$ cat src/rtl/pwm_duty_decoder.sv
// pwm_duty_decoder
// Measures the period and high time of an externally supplied PWM waveform
// in tp_clk cycles and quantizes the duty cycle to five brightness steps
// (0/25/50/75/100 %). A line that shows no rising edge for TIMEOUT cycles
// produces a repeating "stuck" report whose level tells high from low.
//
// Parameters:
//   PERIOD_W   width of the cycle counters and of period_out/high_out
//   TIMEOUT    cycles without a rising edge before a stuck report
//              (2 <= TIMEOUT < 2**PERIOD_W)
// Ports:
//   tp_clk     system clock
//   tp_rst     synchronous active-high reset
//   pwm_in     PWM waveform, asynchronous to tp_clk
//   valid      one-cycle pulse when a new report is presented
//   period_out measured period in cycles (0 on a stuck report)
//   high_out   measured high time in cycles (0 on a stuck report)
//   level      quantized brightness 0..4
//   stuck      1 when the current report is a timeout report
module pwm_duty_decoder #(
  parameter int PERIOD_W = 20,
  parameter int TIMEOUT  = 1000000
) (
  input  logic                tp_clk,
  input  logic                tp_rst,
  input  logic                pwm_in,
  output logic                valid,
  output logic [PERIOD_W-1:0] period_out,
  output logic [PERIOD_W-1:0] high_out,
  output logic [2:0]          level,
  output logic                stuck
);

  typedef enum logic {
    IDLE = 1'b0,
    MEAS = 1'b1
  } state_t;

  localparam logic [PERIOD_W-1:0] CNT_ZERO = '0;
  localparam logic [PERIOD_W-1:0] CNT_ONE  = PERIOD_W'(1);
  localparam logic [PERIOD_W-1:0] TO_LAST  = PERIOD_W'(TIMEOUT - 1);

  // Number of thresholds k in {1,3,5,7} with 8*h >= k*p. Everything is
  // widened by 3 bits so 8*h and 7*p cannot overflow; >= makes ties round up.
  function automatic logic [2:0] duty_level(
    input logic [PERIOD_W-1:0] p,
    input logic [PERIOD_W-1:0] h
  );
    logic [PERIOD_W+2:0] h8;
    logic [PERIOD_W+2:0] p1;
    logic [PERIOD_W+2:0] p3;
    logic [PERIOD_W+2:0] p5;
    logic [PERIOD_W+2:0] p7;
    logic [2:0]          lvl;
    h8  = {h, 3'b000};
    p1  = {3'b000, p};
    p3  = (p1 << 1) + p1;
    p5  = (p1 << 2) + p1;
    p7  = (p1 << 3) - p1;
    lvl = 3'd0;
    if (h8 >= p1) lvl = lvl + 3'd1;
    if (h8 >= p3) lvl = lvl + 3'd1;
    if (h8 >= p5) lvl = lvl + 3'd1;
    if (h8 >= p7) lvl = lvl + 3'd1;
    return lvl;
  endfunction

  logic                s1_r;
  logic                s2_r;
  logic                s3_r;
  logic [PERIOD_W-1:0] cnt_p_r;
  logic [PERIOD_W-1:0] cnt_h_r;
  state_t              state_r;
  logic                rise_s;
  logic                timeout_s;

  // Edge detect on the synchronized line and the no-edge timeout condition.
  always_comb begin
    rise_s    = s2_r & ~s3_r;
    timeout_s = (cnt_p_r == TO_LAST);
  end

  // Synchronizer, counters, state machine and registered report outputs.
  always_ff @(posedge tp_clk) begin
    if (tp_rst) begin
      s1_r       <= 1'b0;
      s2_r       <= 1'b0;
      s3_r       <= 1'b0;
      cnt_p_r    <= CNT_ZERO;
      cnt_h_r    <= CNT_ZERO;
      state_r    <= IDLE;
      valid      <= 1'b0;
      period_out <= CNT_ZERO;
      high_out   <= CNT_ZERO;
      level      <= 3'd0;
      stuck      <= 1'b0;
    end else begin
      s1_r  <= pwm_in;
      s2_r  <= s1_r;
      s3_r  <= s2_r;
      valid <= 1'b0;
      if (rise_s) begin
        // A rising edge always wins over a coincident timeout.
        cnt_p_r <= CNT_ONE;
        cnt_h_r <= CNT_ONE;
        state_r <= MEAS;
        case (state_r)
          MEAS: begin
            // Report uses the counter values from before the reload.
            valid      <= 1'b1;
            period_out <= cnt_p_r;
            high_out   <= cnt_h_r;
            level      <= duty_level(cnt_p_r, cnt_h_r);
            stuck      <= 1'b0;
          end
          default: begin
            // First edge only establishes the reference; nothing to report.
            valid <= 1'b0;
          end
        endcase
      end else if (timeout_s) begin
        // Restarting from zero makes stuck reports repeat every TIMEOUT cycles.
        cnt_p_r    <= CNT_ZERO;
        cnt_h_r    <= CNT_ZERO;
        state_r    <= IDLE;
        valid      <= 1'b1;
        period_out <= CNT_ZERO;
        high_out   <= CNT_ZERO;
        level      <= s2_r ? 3'd4 : 3'd0;
        stuck      <= 1'b1;
      end else begin
        cnt_p_r <= cnt_p_r + CNT_ONE;
        cnt_h_r <= cnt_h_r + {{(PERIOD_W-1){1'b0}}, s2_r};
      end
    end
  end

endmodule
$ cat config.mk
export PLATFORM = sky130hd
export DESIGN_NAME = pwm_duty_decoder
export DESIGN_NICKNAME = d
export VERILOG_FILES = /design/src/rtl/pwm_duty_decoder.sv
export SDC_FILE = /design/constraint.sdc
export NUM_CORES = 1
export LEC_CHECK = 0
export BUFFER_PORTS_ARGS = -buffer_cell sky130_fd_sc_hd__clkbuf_2
export CORE_MARGIN = 2
export CORE_UTILIZATION = 55
export DETAILED_ROUTE_END_ITERATION = 16
export PLACE_DENSITY = 0.73
export SYNTH_ARGS = -nofsm -noshare
export SYNTH_HDL_FRONTEND = slang
export SYNTH_SLANG_ARGS = --single-unit
$ cat constraint.sdc
create_clock -name tp_clk -period 14 [get_ports tp_clk]
set_input_delay 0 -clock tp_clk [delete_from_list [all_inputs] [get_ports tp_clk]]
set_output_delay 0 -clock tp_clk [all_outputs]
set_load 0.01 [all_outputs]
# Yosys cells after proc, flatten, opt, wreduce, memory -nomap -nowiden

Index checks and enable logic that the tools add are counted.

Multiplexer cells: 34
$add $sub $neg: 8
Bitwise operators: 2
Magnitude comparators: 4
Eq/ne operators: 2
Reduce and logical (&&, ||, !) cells: 3

Operator list:

| cell                    | number |
|---|---|
| $mux W20                | 5 |
| $mux W3                 | 16 |
| $ge A23 B23 Y1          | 2 |
| $add A22 B20 Y23        | 1 |
| $ge A23 B20 Y1          | 1 |
| $ge A23 B22 Y1          | 1 |
| $sub A23 B20 Y23        | 1 |
| $add A21 B20 Y22        | 1 |
| $add A20 B1 Y20         | 1 |
| $add A20 B1 Y20 const B | 1 |
| $eq A20 B20 Y1 const B  | 1 |
| $mux W1                 | 13 |
| $add A3 B1 Y3 const B   | 3 |
| $reduce_or A3 Y1        | 1 |
| $ne A2 B2 Y1 const B    | 1 |
| $reduce_and A2 Y1       | 1 |
| $reduce_bool A2 Y1      | 1 |
| $and A1 B1 Y1           | 1 |
| $not A1 Y1              | 1 |

Input bits: 3
Register bits: 89
Output and inout port bits: 45
Logic and storage cells: 66

# Longest topological paths before layout

Gate-level depths: netlist (run 1).

Word-level depth: 19
Mapped depth: 24
Mapped depth without buffers: 24

# Least setup slack after synthesis (run 1)

No wires, ideal clock.

Path type: register to register
Start: register cnt_p_r[2]
End: register level[2]
Path slack: 9.172 ns
Library setup time: 0.117 ns
Stages on the path, launching flop included: 22
Buffers on the path: 0
Arrival: 4.710 ns
Data required time: 13.883 ns
Period minus slack after synthesis: 4.828 ns
Path through: dfxtp_1 ha_1 fa_1 a21oi_1 o21ai_0 o221a_2 a221o_1 a21o_1 a21o_1 a21oi_2 xor2_1 ha_1 a21oi_1 nor2_1 a2111oi_0 o31ai_1 a21oi_2 mux2i_1 ha_1 a211oi_1 or3_1 a32o_1

Longest elaborated chain between the ends: 19
Elaborated cells between the ends (all ways): 28
Those cells by class: add/sub (6); order compare (4); eq/ne (1); mux (15); reduce/logical (2)

RTL lines:

| element                | line | RTL |
|---|---|---|
| start, declared        | 71   | `logic [PERIOD_W-1:0] cnt_p_r;` |
| start signal, assigned | 132  | `cnt_p_r <= cnt_p_r + CNT_ONE;` |
| $ge A23 B20 Y1         | 61   | `if (h8 >= p1) lvl = lvl + 3'd1;` |
| $mux W1                | 61   |  |
| $mux W3                | 107  | `case (state_r)` |
| $mux W3                | 102  | `if (rise_s) begin` |
| $mux W3                | 85   | `if (tp_rst) begin` |
| $add A3 B1 Y3          | 62   | `if (h8 >= p3) lvl = lvl + 3'd1;` |
| $mux W3                | 62   |  |
| $mux W3                | 107  |  |
| (+3 left out)          | -    |  |
| $mux W3                | 63   | `if (h8 >= p5) lvl = lvl + 3'd1;` |
| $mux W3                | 107  |  |
| $mux W3                | 102  |  |
| $mux W3                | 85   |  |
| $add A3 B1 Y3          | 64   | `if (h8 >= p7) lvl = lvl + 3'd1;` |
| $mux W3                | 64   |  |
| $mux W3                | 107  |  |
| $mux W3                | 102  |  |
| end signal, assigned   | 113  | `level <= duty_level(cnt_p_r, cnt_h_r);` |
| end signal, assigned   | 129  | `level <= s2_r ? 3'd4 : 3'd0;` |
| end, declared          | 30   | `output logic [2:0] level,` |

Several ways; a longest one is shown, not always the timed one. The select of a mux whose other input is x is not followed.
A chain may end at the register's enable or synchronous reset.

# Final worst setup path (run 1)

Ends and elaborated chain as after synthesis.

==> impl_results.md, run 1 <==
- Status: completed
- First-pass GRT wire length: roughly 30000 um
- Sequential area share after synthesis: 23.68%
- CTS Sinks: 89
- Number of library cell types mapped by synthesis: 65
- Cell taking the most area after synthesis: ha_1
- CP Launch Type: flop
- Setup Viol. Count Final: 0
- Fin. max-slew vios: 0
- Reg2reg start: cnt_p_r[2]
- Cell Int Power: 0.4267 mW
- H-tree levels: 3
- Clk root buf: clkbuf_16
- R2R Setup Slk: 8.66 ns
- CTS max path bufs: 2
- Placed cell area: between 7000 and 8000 um2
- Placer Congestion: around 0.96
- Hold path cells: 1
- Share of total power in the clock network: 37.9%
- Rows: 42
- Hold Crit Class: reg -> reg
- Area grow syn2layout: 9.579%
- IO Pins: 48
- P_sw: roughly 0.17 mW
- Share of cells above drive strength 1: 9.170%
- TritonCTS Buffers: 9
- Combinational power share: 18.6%
- Vias after detailed routing: 6440
- Reg2reg end: level[2]
- RSZ-0062 raised after global routing: false
- R2r worst-path depth: 21
- Rel. slew slack: 52.22%
- Slew @ Worst Pin: just over 0.7 ns
- Final hold violation count: 0
- Data arrival, critical path: between 5 and 6 ns
- Element type at the critical path end: flop
- Commonest non-fill, non-tap cell in the layout: ha_1
- Clk Latency, worst-skew pair: 0.35 ns
- Slowest cell on the critical path: dfxtp_1
- Synth async-reset ratio: 0%
- Clk pin slew, worst setup/hold paths: 0.08 ns
- Most frequent cells in the layout: ha_1 (147), dfxtp_1 (89), nor2_1 (74)
- Die area: 14630 um2
- Setup Slack @ Placement: 8.680 ns
- Crit path max fanout: 11
- Placed Cells: 1073
- Initial drt markers: 457
- Register share of total power: a little over two fifths
- Ant. Diodes: 0
- Port-buffer cells: 47
- Ys Warns: 0
- Initial core utilization: 56.59%
- Antenna violations before repair: 0
- Number of synthesized flops with an enable pin: 0
- Max incr delay on CP: 0.47 ns
- HPWL after DPL: roughly 14000 um
- Fin Setup TNS: 0 ns
- Mapped Nets: 1015
- Final setup margin: 8.659 ns
- Share of the synthesized area in the top cell type: about a quarter
- Die height: 121.0 um
- Core footprint: 13300 um2
- Sw Share: 28.40%
- Nets: 1063
- CTS tree: yes
- Clock skew: 0.01583 ns
- Synthesized flop and latch total: 89
- Setup bufs post-CTS: 0
- Crit path cell chain: ha_1 -> fa_1 -> a21oi_1 -> o21ai_0 -> o221a_2 -> a221o_1 -> a21o_1 -> a21o_1 -> a21oi_2 -> xor2_1 -> ha_1 -> a21oi_1 -> nor2_1 -> a2111oi_0 -> o31ai_1 -> a21oi_2 -> mux2i_1 -> ha_1 -> a211oi_1 -> or3_1 -> a32o_1
- Wirelength per Cell: 16.43 um
- Final instance area: 8244 um2
- Post-Layout Cell Count: 1092
- Tmin final: 5.341 ns
- Peak VDD IR: 55.94 uV
- Hold Slack: 0.4421 ns
- Top cells by area, synth: ha_1 (24%), dfxtp_1 (24%), xnor2_1 (5.7%)
- Most used cell, CP: ha_1
- Total grt overflow: 0
- Hold path startpoint: s1_r
- Max_cap viols: 0
- Core Util, Final: 62.01%
- Post-cts resize count: 0
- WP data required: 14.25 ns
- Leakage power figure: approximately 3.9 nW
- First-pass DRT Iterations: 5
- CP Class: reg -> reg
- Gr usage total: 25.13%
- Synth Instances: 863
- FMAX: between 150 and 200 MHz
- Main flop type after synthesis: dfxtp_1
- Post-route DRC: 0
- Drt via density: ~6
- Vias in the first global route: 6100
- Tot Pwr: 0.5959 mW
- Pwr/cell area: 72.28 nW/um2
- Routed wire length: 17940 um
- WHS Endpoint: s2_r
- Period utilisation layout: 38.15%
- Die width: 121.0 um
- Syn Area/Cell: 8.718 um2
- Cell Area, Synth: 7523 um2
- Post-route ant nets: 0
- Largest net degree at the start of global routing: 37
-- worst max-delay path, delay by kind of cell, from the launching register on --
family	cells	cell delay, ns
AND/OR/NAND/NOR	2	0.37
AO/OA/AOI/OAI	13	2.76
XOR/XNOR	1	0.16
flip-flops	1	0.47
multiplexers	1	0.30
adder cells (fa/ha/maj)	4	1.18
-- state kept, by name (all words and copies together), names as in the netlist, 3 cells and up --
name,cells
cnt_p_r,20
level,3
period_out,20
cnt_h_r,20
high_out,20
-- metal layers --
metal / track usage, % / routed length (um) / share of wire, %
met3: 2.773 / 828 / 4.6
met2: 40.63 / 7855 / 44
met4: 7.195 / 361 / 2.0
met1: 35.24 / 8894 / 50
met5: 0 / 0 / 0
-- layout make-up --
cell class | count | area (um2)
Clock buffer | 10 | 229.0
Clock inverter | 6 | 42.54
Fill cell | 1145 | 5051
Inverter | 34 | 127.6
Multi-Input combinational cell | 724 | 5555
Sequential cell | 89 | 1782
Tap cell | 176 | 220.2
Timing Repair Buffer | 53 | 287.8
-- power groups by stage --
stage / Sequential, mW / Combinational, mW / Clock, mW
2_1_floorplan: 0.263 / 0.0882 / 0
3_3_place_gp: 0.264 / 0.107 / 0
3_5_place_dp: 0.264 / 0.109 / 0
4_1_cts: 0.259 / 0.111 / 0.229
5_1_grt: 0.259 / 0.124 / 0.242
6_report: 0.259 / 0.111 / 0.226
-- how the worst max path moves through the flow --
| stage | depth (start not counted) | from | slack, ns | end |
|---|---|---|---|---|
| 2_1_floorplan | 21 | cnt_p_r[2] | 9.17 | level[2] |
| 3_3_place_gp | 21 | cnt_p_r[2] | 8.79 | level[2] |
| 3_5_place_dp | 21 | cnt_p_r[2] | 8.68 | level[2] |
| 4_1_cts | 21 | cnt_p_r[2] | 8.65 | level[2] |
| 5_1_grt | 21 | cnt_p_r[2] | 8.22 | level[2] |
| 6_report | 21 | cnt_p_r[2] | 8.66 | level[2] |
-- logic make-up (layout without fill, tap and decap cells) --
| family | count (synthesis) | count (layout) | synth area share (%) |
|---|---|---|---|
| mux | 2 | 2 | 0.2661 |
| compound gates | 239 | 239 | 22.02 |
| buf+inv | 50 | 103 | 2.511 |
| simple gates | 247 | 247 | 16.41 |
| xor+xnor | 87 | 87 | 10.13 |
| fa+ha+maj | 149 | 149 | 24.98 |
| flops | 89 | 89 | 23.68 |
-- Yosys cell counts, drive strengths merged (9+ instances only) --
master,n
nor2b,15
nand2,51
o21ai,41
and3,16
xnor2,49
nand2b,14
nor3,12
a21oi,65
a21o,25
dfxtp,89
or3,9
clkbuf,13
nor2,75
a22o,41
inv,33
o21a,13
nand4,14
ha,147
xor2,38
nand3,24
-- what timing repair did --
action / CTS / global route
setup endpoints to repair: 0 / 0
hold buffers: 3 / 0
hold endpoints to repair: 7 / 0
Note: power is estimated with default switching activity, not from simulation.
==> run 2, diff against run 1 <==
PLACE_DENSITY = 0.76   (was 0.73)
clock period = 4.5 ns   (was 14 ns; I/O delays follow)
==> run 2 against run 1 <==
  * The flow now finishes with violations (setup timing)
  * Die area stayed put
  * Cell area is 12% higher
  * Sequential power grew to 3.1 times the previous value
  * Clock power grew to 3.4 times the previous value
  * First-iteration DRC count is 23% higher
  * Final cell count is 9.2% higher
  * Worst hold slack better by 0.032 ns
  * Clock-buffer cell count is 1 lower
  * Clock skew is 0.00069 ns lower
  * Largest power group unchanged
==> impl_results.md, run 2 (synthesized netlist as in run 1, its figures left out) <==
- Pwr/cell area: 221.4 nW/um2 (+210%)
- Final hold violation count: 0 (unchanged)
- First-pass DRT Iterations: 5 (unchanged)
- Clk Latency, worst-skew pair: 0.35 ns (about the same)
- Initial drt markers: 563 (+23%)
- R2R Setup Slk: -0.17 ns (-8.83 ns)
- CTS max path bufs: 2 (unchanged)
- Post-Layout Cell Count: 1192 (+9.2%)
- Nets: 1164 (+9.5%)
- Crit path max fanout: 3 (-8)
- Placed cell area: 8683 um2 (+9.3%)
- Gr usage total: 27.24% (+2.1 points)
- Wirelength per Cell: 16.64 um (+1.3%)
- Commonest non-fill, non-tap cell in the layout: ha_1
- WP data required: 4.74 ns (-9.51 ns)
- Ant. Diodes: 0 (unchanged)
- TritonCTS Buffers: 9 (unchanged)
- Most frequent cells in the layout: ha_1 (141), buf_4 (103), dfxtp_1 (84)
- Peak VDD IR: 161.9 uV (+190%)
- Hold path startpoint: stuck
- Data arrival, critical path: 4.91 ns (-0.68 ns)
- Core Util, Final: 69.37% (+7.4 points)
- Setup Viol. Count Final: 1 (+1)
- HPWL after DPL: 15460 um (+9.1%)
- Status: finished, violations left
- Hold Crit Class: reg -> reg
- Leakage power figure: 4.448 nW (+14%)
- Core footprint: 13300 um2 (unchanged)
- Clock skew: 0.01514 ns (-0.0006907 ns)
- RSZ-0062 raised after global routing: true
- Max_cap viols: 0 (unchanged)
- Placed Cells: 1165 (+8.6%)
- Period utilisation layout: 103.8% (+66 points)
- Slew @ Worst Pin: 0.7100 ns (-0.006636 ns)
- First-pass GRT wire length: 32030 um (+8.1%)
- Die width: 121.0 um (unchanged)
- Tmin final: 4.669 ns (-0.6725 ns)
- FMAX: 214.2 MHz (+14%)
- Post-route ant nets: 0 (unchanged)
- IO Pins: 48 (unchanged)
- Final instance area: 9223 um2 (+12%)
- CTS tree: yes
- CP Class: reg -> reg
- Reg2reg end: level[2]
- Die area: 14630 um2 (unchanged)
- Initial core utilization: 56.59% (unchanged)
- Fin. max-slew vios: 0 (unchanged)
- Reg2reg start: cnt_p_r[2]
- CTS Sinks: 89 (unchanged)
- Drt via density: 5.859 (-0.65%)
- Total grt overflow: 0 (unchanged)
- Hold path cells: 2 (+1)
- WHS Endpoint: stuck
- Antenna violations before repair: 1 (+1)
- Final setup margin: -0.1688 ns (-8.828 ns)
- Rows: 42 (unchanged)
- Clk pin slew, worst setup/hold paths: 0.08 ns (about the same)
- Failing checks: setup timing
- Area grow syn2layout: 22.58%
- Share of cells above drive strength 1: 21.16% (+12 points)
- CP Launch Type: flop
- H-tree levels: 3 (unchanged)
- Element type at the critical path end: flop
- Clk root buf: clkbuf_16
- Post-route DRC: 0 (unchanged)
- Vias in the first global route: 6727 (+10%)
- Vias after detailed routing: 6984 (+8.4%)
- Port-buffer cells: 47 (unchanged)
- Rel. slew slack: 52.67% (+0.44 points)
- Routed wire length: 19840 um (+11%)
- Placer Congestion: 0.9087 (-5.3%)
- Die height: 121.0 um (unchanged)
- Largest net degree at the start of global routing: 44 (+19%)
- R2r worst-path depth: 20 (-4.8%)
run 2: per-layer routing:
metal	track usage (%)	wire (um)
met1	37.12	9203
met2	45.68	9252
met3	3.008	1114
met4	7.195	268
met5	0	0
run 2: cell type report:
cell class,count,area (um2)
inverters,34,127.6
flip-flops and latches,89,1790
fillers,1041,4073
clock buffers,9,225.2
clock inverters,6,66.31
repair buffers,154,1050
multi-input cells,724,5743
well taps,176,220.2
run 2: where the power goes:
part	internal (mW)	total (mW)	switching [mW]
clock	0.431	0.765	0.334
sequential	0.793	0.801	0.00788
combinational	0.243	0.476	0.233
run 2: worst max path at each step:
stage	start	end	slack (ns)	depth (start not counted)
after floorplan	cnt_p_r[2]	level[2]	-0.05	21
after global placement	cnt_p_r[2]	level[2]	-0.20	21
after detailed placement	cnt_p_r[2]	level[2]	-0.37	21
after CTS	cnt_p_r[0]	level[2]	-0.19	24
after global routing	cnt_p_r[2]	level[2]	-0.46	21
final	cnt_p_r[2]	level[2]	-0.17	20
run 2: what timing repair did:
| item | 4_1_cts | 5_1_grt |
|---|---|---|
| hold endpoints to repair | 6 | 0 |
| buffers inserted | 6 | 5 |
| pin swaps | 2 | 17 |
| hold buffers | 3 | 0 |
| endpoints found under the setup margin | 3 | 3 |
| gates resized for setup | 8 | 25 |
run 2: worst max-delay path, cell delays in order (launching register included):
cell and delay (ns):
dfxtp_4 0.36, ha_4 0.16, fa_2 0.41, a21oi_4 0.15, o21ai_2 0.08, o221a_2 0.27
a221o_1 0.32, a21o_1 0.18, buf_4 0.13, xnor2_1 0.11, ha_1 0.29, and4_1 0.22
a221o_1 0.30, a31o_2 0.22, a21oi_2 0.23, buf_4 0.17, xnor2_2 0.12, ha_2 0.22
a211oi_2 0.06, or3_1 0.35, a32o_1 0.22
run 2: stage by stage:
| stage | setup TNS [ns] | total power, mW | hold WS (ns) | setup WS [ns] |
|---|---|---|---|---|
| 5_1_grt | -0.6363 | 2.130 | 0.4878 | -0.4596 |
| 3_3_place_gp | -0.1997 | 1.212 | 0.2285 | -0.1997 |
| 2_1_floorplan | -0.04811 | 1.105 | 0.1282 | -0.04811 |
| 4_1_cts | -0.1930 | 2.018 | 0.4660 | -0.1930 |
| 3_5_place_dp | -0.5393 | 1.222 | 0.2231 | -0.3681 |
| 6_report | -0.1688 | 2.042 | 0.4738 | -0.1688 |
==> run 3, diff against run 2 <==
ABC_AREA = 1   (was unset)
==> run 3 against run 2 <==
  * Die area rose by 13%
  * The flow now finishes without violations
  * Largest power group unchanged
  * First-iteration DRC count increased by 15%
  * Total power decreased by 2.9%
  * Clock-buffer cell count increased by 1
  * Synthesized area rose by 14%
  * Clock power increased by 3.8%
  * Clock skew decreased by 0.0034 ns
==> impl_results.md, run 3 <==
- Commonest non-fill, non-tap cell in the layout: nand2_1
- Nets: 1469 (+26%)
- R2R Setup Slk: 0.28 ns (+0.45 ns)
- Crit path cell chain: inv_1 -> ha_1 -> nand2_2 -> nor4_4 -> nand4_1 -> nand3_1 -> xor2_1 -> ha_1 -> a21oi_1 -> o21ai_0 -> a21oi_1 -> nand3_1 -> nor2_2 -> inv_1 -> ha_1 -> nor2_1 -> nor2_1 -> ha_1 -> nor2_1 -> nor2_1 -> o21ai_0 -> nand2_1
- Largest net degree at the start of global routing: 37 (-16%)
- Clk root buf: clkbuf_16
- First-pass DRT Iterations: 5 (unchanged)
- CTS Sinks: 89 (unchanged)
- FMAX: 236.9 MHz (+11%)
- Drt via density: 5.802 (-0.97%)
- Placer Congestion: 0.9881 (+8.7%)
- H-tree levels: 3 (unchanged)
- Number of library cell types mapped by synthesis: 44 (-32%)
- Share of the synthesized area in the top cell type: 21.53% (-2.9 points)
- Routed wire length: 26700 um (+35%)
- Sw Share: 30.14% (+2.0 points)
- Mapped Nets: 1398 (+38%)
- CP Class: reg -> reg
- Tmin final: 4.222 ns (-0.4467 ns)
- R2r worst-path depth: 22 (+10%)
- Initial drt markers: 646 (+15%)
- Cell taking the most area after synthesis: ha_1
- Fin Setup TNS: 0 ns (+0.1688 ns)
- Rel. slew slack: 40.11% (-13 points)
- Cell Int Power: 1.385 mW (-5.6%)
- Sequential area share after synthesis: 20.86% (-2.8 points)
- Post-synth top cells: nand2_1 (260), ha_1 (147), inv_1 (141)
- Clk pin slew, worst setup/hold paths: 0.07 ns (about the same)
- Hold Slack: 0.4077 ns (-0.06605 ns)
- Rows: 45 (+7.1%)
- Reg2reg start: cnt_p_r[11]
- CP Launch Type: flop
- RSZ-0062 raised after global routing: false
- M1 GR Usage: 41.60% (+4.5 points)
- Reg2reg end: level[1]
- Share of cells above drive strength 1: 10.44% (-11 points)
- Number of synthesized flops with an enable pin: 0 (unchanged)
- Fin. max-slew vios: 0 (unchanged)
- First-pass GRT wire length: 42600 um (+33%)
- Top cells by area, synth: ha_1 (22%), dfxtp_1 (21%), nand2_1 (11%)
- Initial core utilization: 56.19% (-0.40 points)
- Final hold violation count: 0 (unchanged)
- Synth async-reset ratio: 0% (unchanged)
- Combinational power share: 19.5% (-3.8 points)
- P_sw: 0.5975 mW (+3.9%)
- Synth Instances: 1246 (+44%)
- Post-route ant nets: 0 (unchanged)
- M3 GR Usage: 2.412% (-0.60 points)
- Leakage power figure: 4.799 nW (+7.9%)
- Setup Viol. Count Final: 0 (-1)
- IO Pins: 48 (unchanged)
- Ant. Diodes: 0 (unchanged)
- Most common cell in the netlist: nand2_1
- Share of total power in the clock network: 40.0% (+2.5 points)
- Vias in the first global route: 8449 (+26%)
- Tot Pwr: 1.983 mW (-2.9%)
- Cell Area, Synth: 8542 um2 (+14%)
- Total grt overflow: 0 (unchanged)
- Status: completed
- Core footprint: 15200 um2 (+14%)
- Clock skew: 0.01173 ns (-0.003409 ns)
- Placed Cells: 1490 (+28%)
- WP data required: 4.73 ns (about the same)
- Slew @ Worst Pin: 0.8974 ns (+0.1874 ns)
- Hold Crit Class: reg -> reg
- CTS max path bufs: 2 (unchanged)
- Pwr/cell area: 206.6 nW/um2 (-6.7%)
- Top Usage Layer GRT: met2
- Element type at the critical path end: flop
- Wirelength per Cell: 17.68 um (+6.2%)
- Most frequent cells in the layout: nand2_1 (259), ha_1 (144), inv_1 (141)
- Syn Area/Cell: 6.855 um2 (-21%)
- M2 GR Usage: 59.82% (+14 points)
- Max incr delay on CP: 0.45 ns (+0.04 ns)
- Peak VDD IR: 165.5 uV (+2.2%)
- Clk Latency, worst-skew pair: 0.35 ns (about the same)
- CTS tree: yes
- Synthesized flop and latch total: 89 (unchanged)
- Vias after detailed routing: 8761 (+25%)
- HPWL after DPL: 21860 um (+41%)
- WHS Endpoint: s2_r
- Multi-input gate area: 6271 um2 (+9.2%)
- Hold path startpoint: s1_r
- Max_cap viols: 0 (unchanged)
- Port-buffer cells: 47 (unchanged)
- Post-route DRC: 0 (unchanged)
- Die height: 128.6 um (+6.3%)
- TritonCTS Buffers: 9 (unchanged)
- Crit path max fanout: 6 (+3)
- Hold path cells: 2 (unchanged)
- Area grow syn2layout: 12.35%
- Antenna violations before repair: 0 (-1)
- Ys Warns: 0 (unchanged)
- Reg area: 1793 um2 (+0.14%)
- Data arrival, critical path: 4.45 ns (-0.46 ns)
- FILL cells: 1440 (+38%)
- Period utilisation layout: 93.82% (-9.9 points)
- Register share of total power: 40.5% (+1.3 points)
- Slowest cell on the critical path: ha_1
- Post-Layout Cell Count: 1510 (+27%)
- Core Util, Final: 63.13% (-6.2 points)
- Gr usage total: 33.14% (+5.9 points)
- Main flop type after synthesis: dfxtp_1
- Die area: 16540 um2 (+13%)
- Die width: 128.6 um (+6.3%)
run 3: what timing repair did:
| item | in CTS | in global routing |
|---|---|---|
| hold buffers | 3 | 0 |
| endpoints found under the setup margin | 2 | 2 |
| pin swaps | 0 | 3 |
| gates resized for setup | 3 | 31 |
| endpoints found under the hold margin | 4 | 0 |
| buffers inserted | 0 | 1 |
run 3: cell type report:
class,count,share of cell area [%]
Multi-Input combinational cell,998,65.35
Sequential cell,89,18.68
Inverter,146,5.711
Timing Repair Buffer,73,4.563
Clock buffer,10,2.490
Tap cell,188,2.451
Clock inverter,6,0.7562
run 3: layer usage:
layer	wire length [um]	vias to the layer above
li1	-	4389
met2	12900	310
met4	1021	0
met1	11420	4002
met3	1365	60
met5	0	-
run 3: how the worst max path moves through the flow:
| stage | slack [ns] | from | cells after the start | to |
|---|---|---|---|---|
| floorplan | 0.61 | cnt_p_r[1] | 27 | level[1] |
| detailed placement | -0.03 | cnt_p_r[11] | 22 | level[1] |
| CTS | 0.04 | cnt_p_r[11] | 22 | level[1] |
| global route | 0.002 | cnt_p_r[11] | 24 | level[2] |
| global placement | -0.03 | cnt_p_r[11] | 22 | level[1] |
| finish | 0.28 | cnt_p_r[11] | 22 | level[1] |
run 3: per-stage QoR:
stage               worst slack, ns  cell area [um2]
floorplan                    0.6054             8542
global placement           -0.02786             9114
detailed placement         -0.03268             9114
CTS                         0.04333             9468
global route               0.002013             9597
finish                       0.2779             9597
run 3: cell families after synthesis:
logic type	Yosys count	synth area share (%)
AO/OA/AOI/OAI	263	16.80
XOR/XNOR	62	6.357
adder cells (fa/ha/maj)	149	22.00
buffers and inverters	159	7.163
flip-flops	89	20.86
AND/OR/NAND/NOR	524	26.82
run 3: worst max-delay path: cells and delay by family, from the launching register on:
family	cells	cell delay (ns)
buffers and inverters	2	0.25
and+or+nand+nor	11	1.56
AOI/OAI and AO/OA	4	0.46
DFF	1	0.42
adders and majority gates	4	1.22
xor gates and xnor gates	1	0.17
run 3: power by group through the flow:
| stage | combinational, mW | clock, mW | sequential [mW] |
|---|---|---|---|
| final | 0.386 | 0.794 | 0.803 |
| after global routing | 0.439 | 0.830 | 0.804 |
| after CTS | 0.367 | 0.795 | 0.803 |
| after detailed placement | 0.364 | 0 | 0.821 |
| after global placement | 0.356 | 0 | 0.821 |
| after floorplan | 0.269 | 0 | 0.817 |
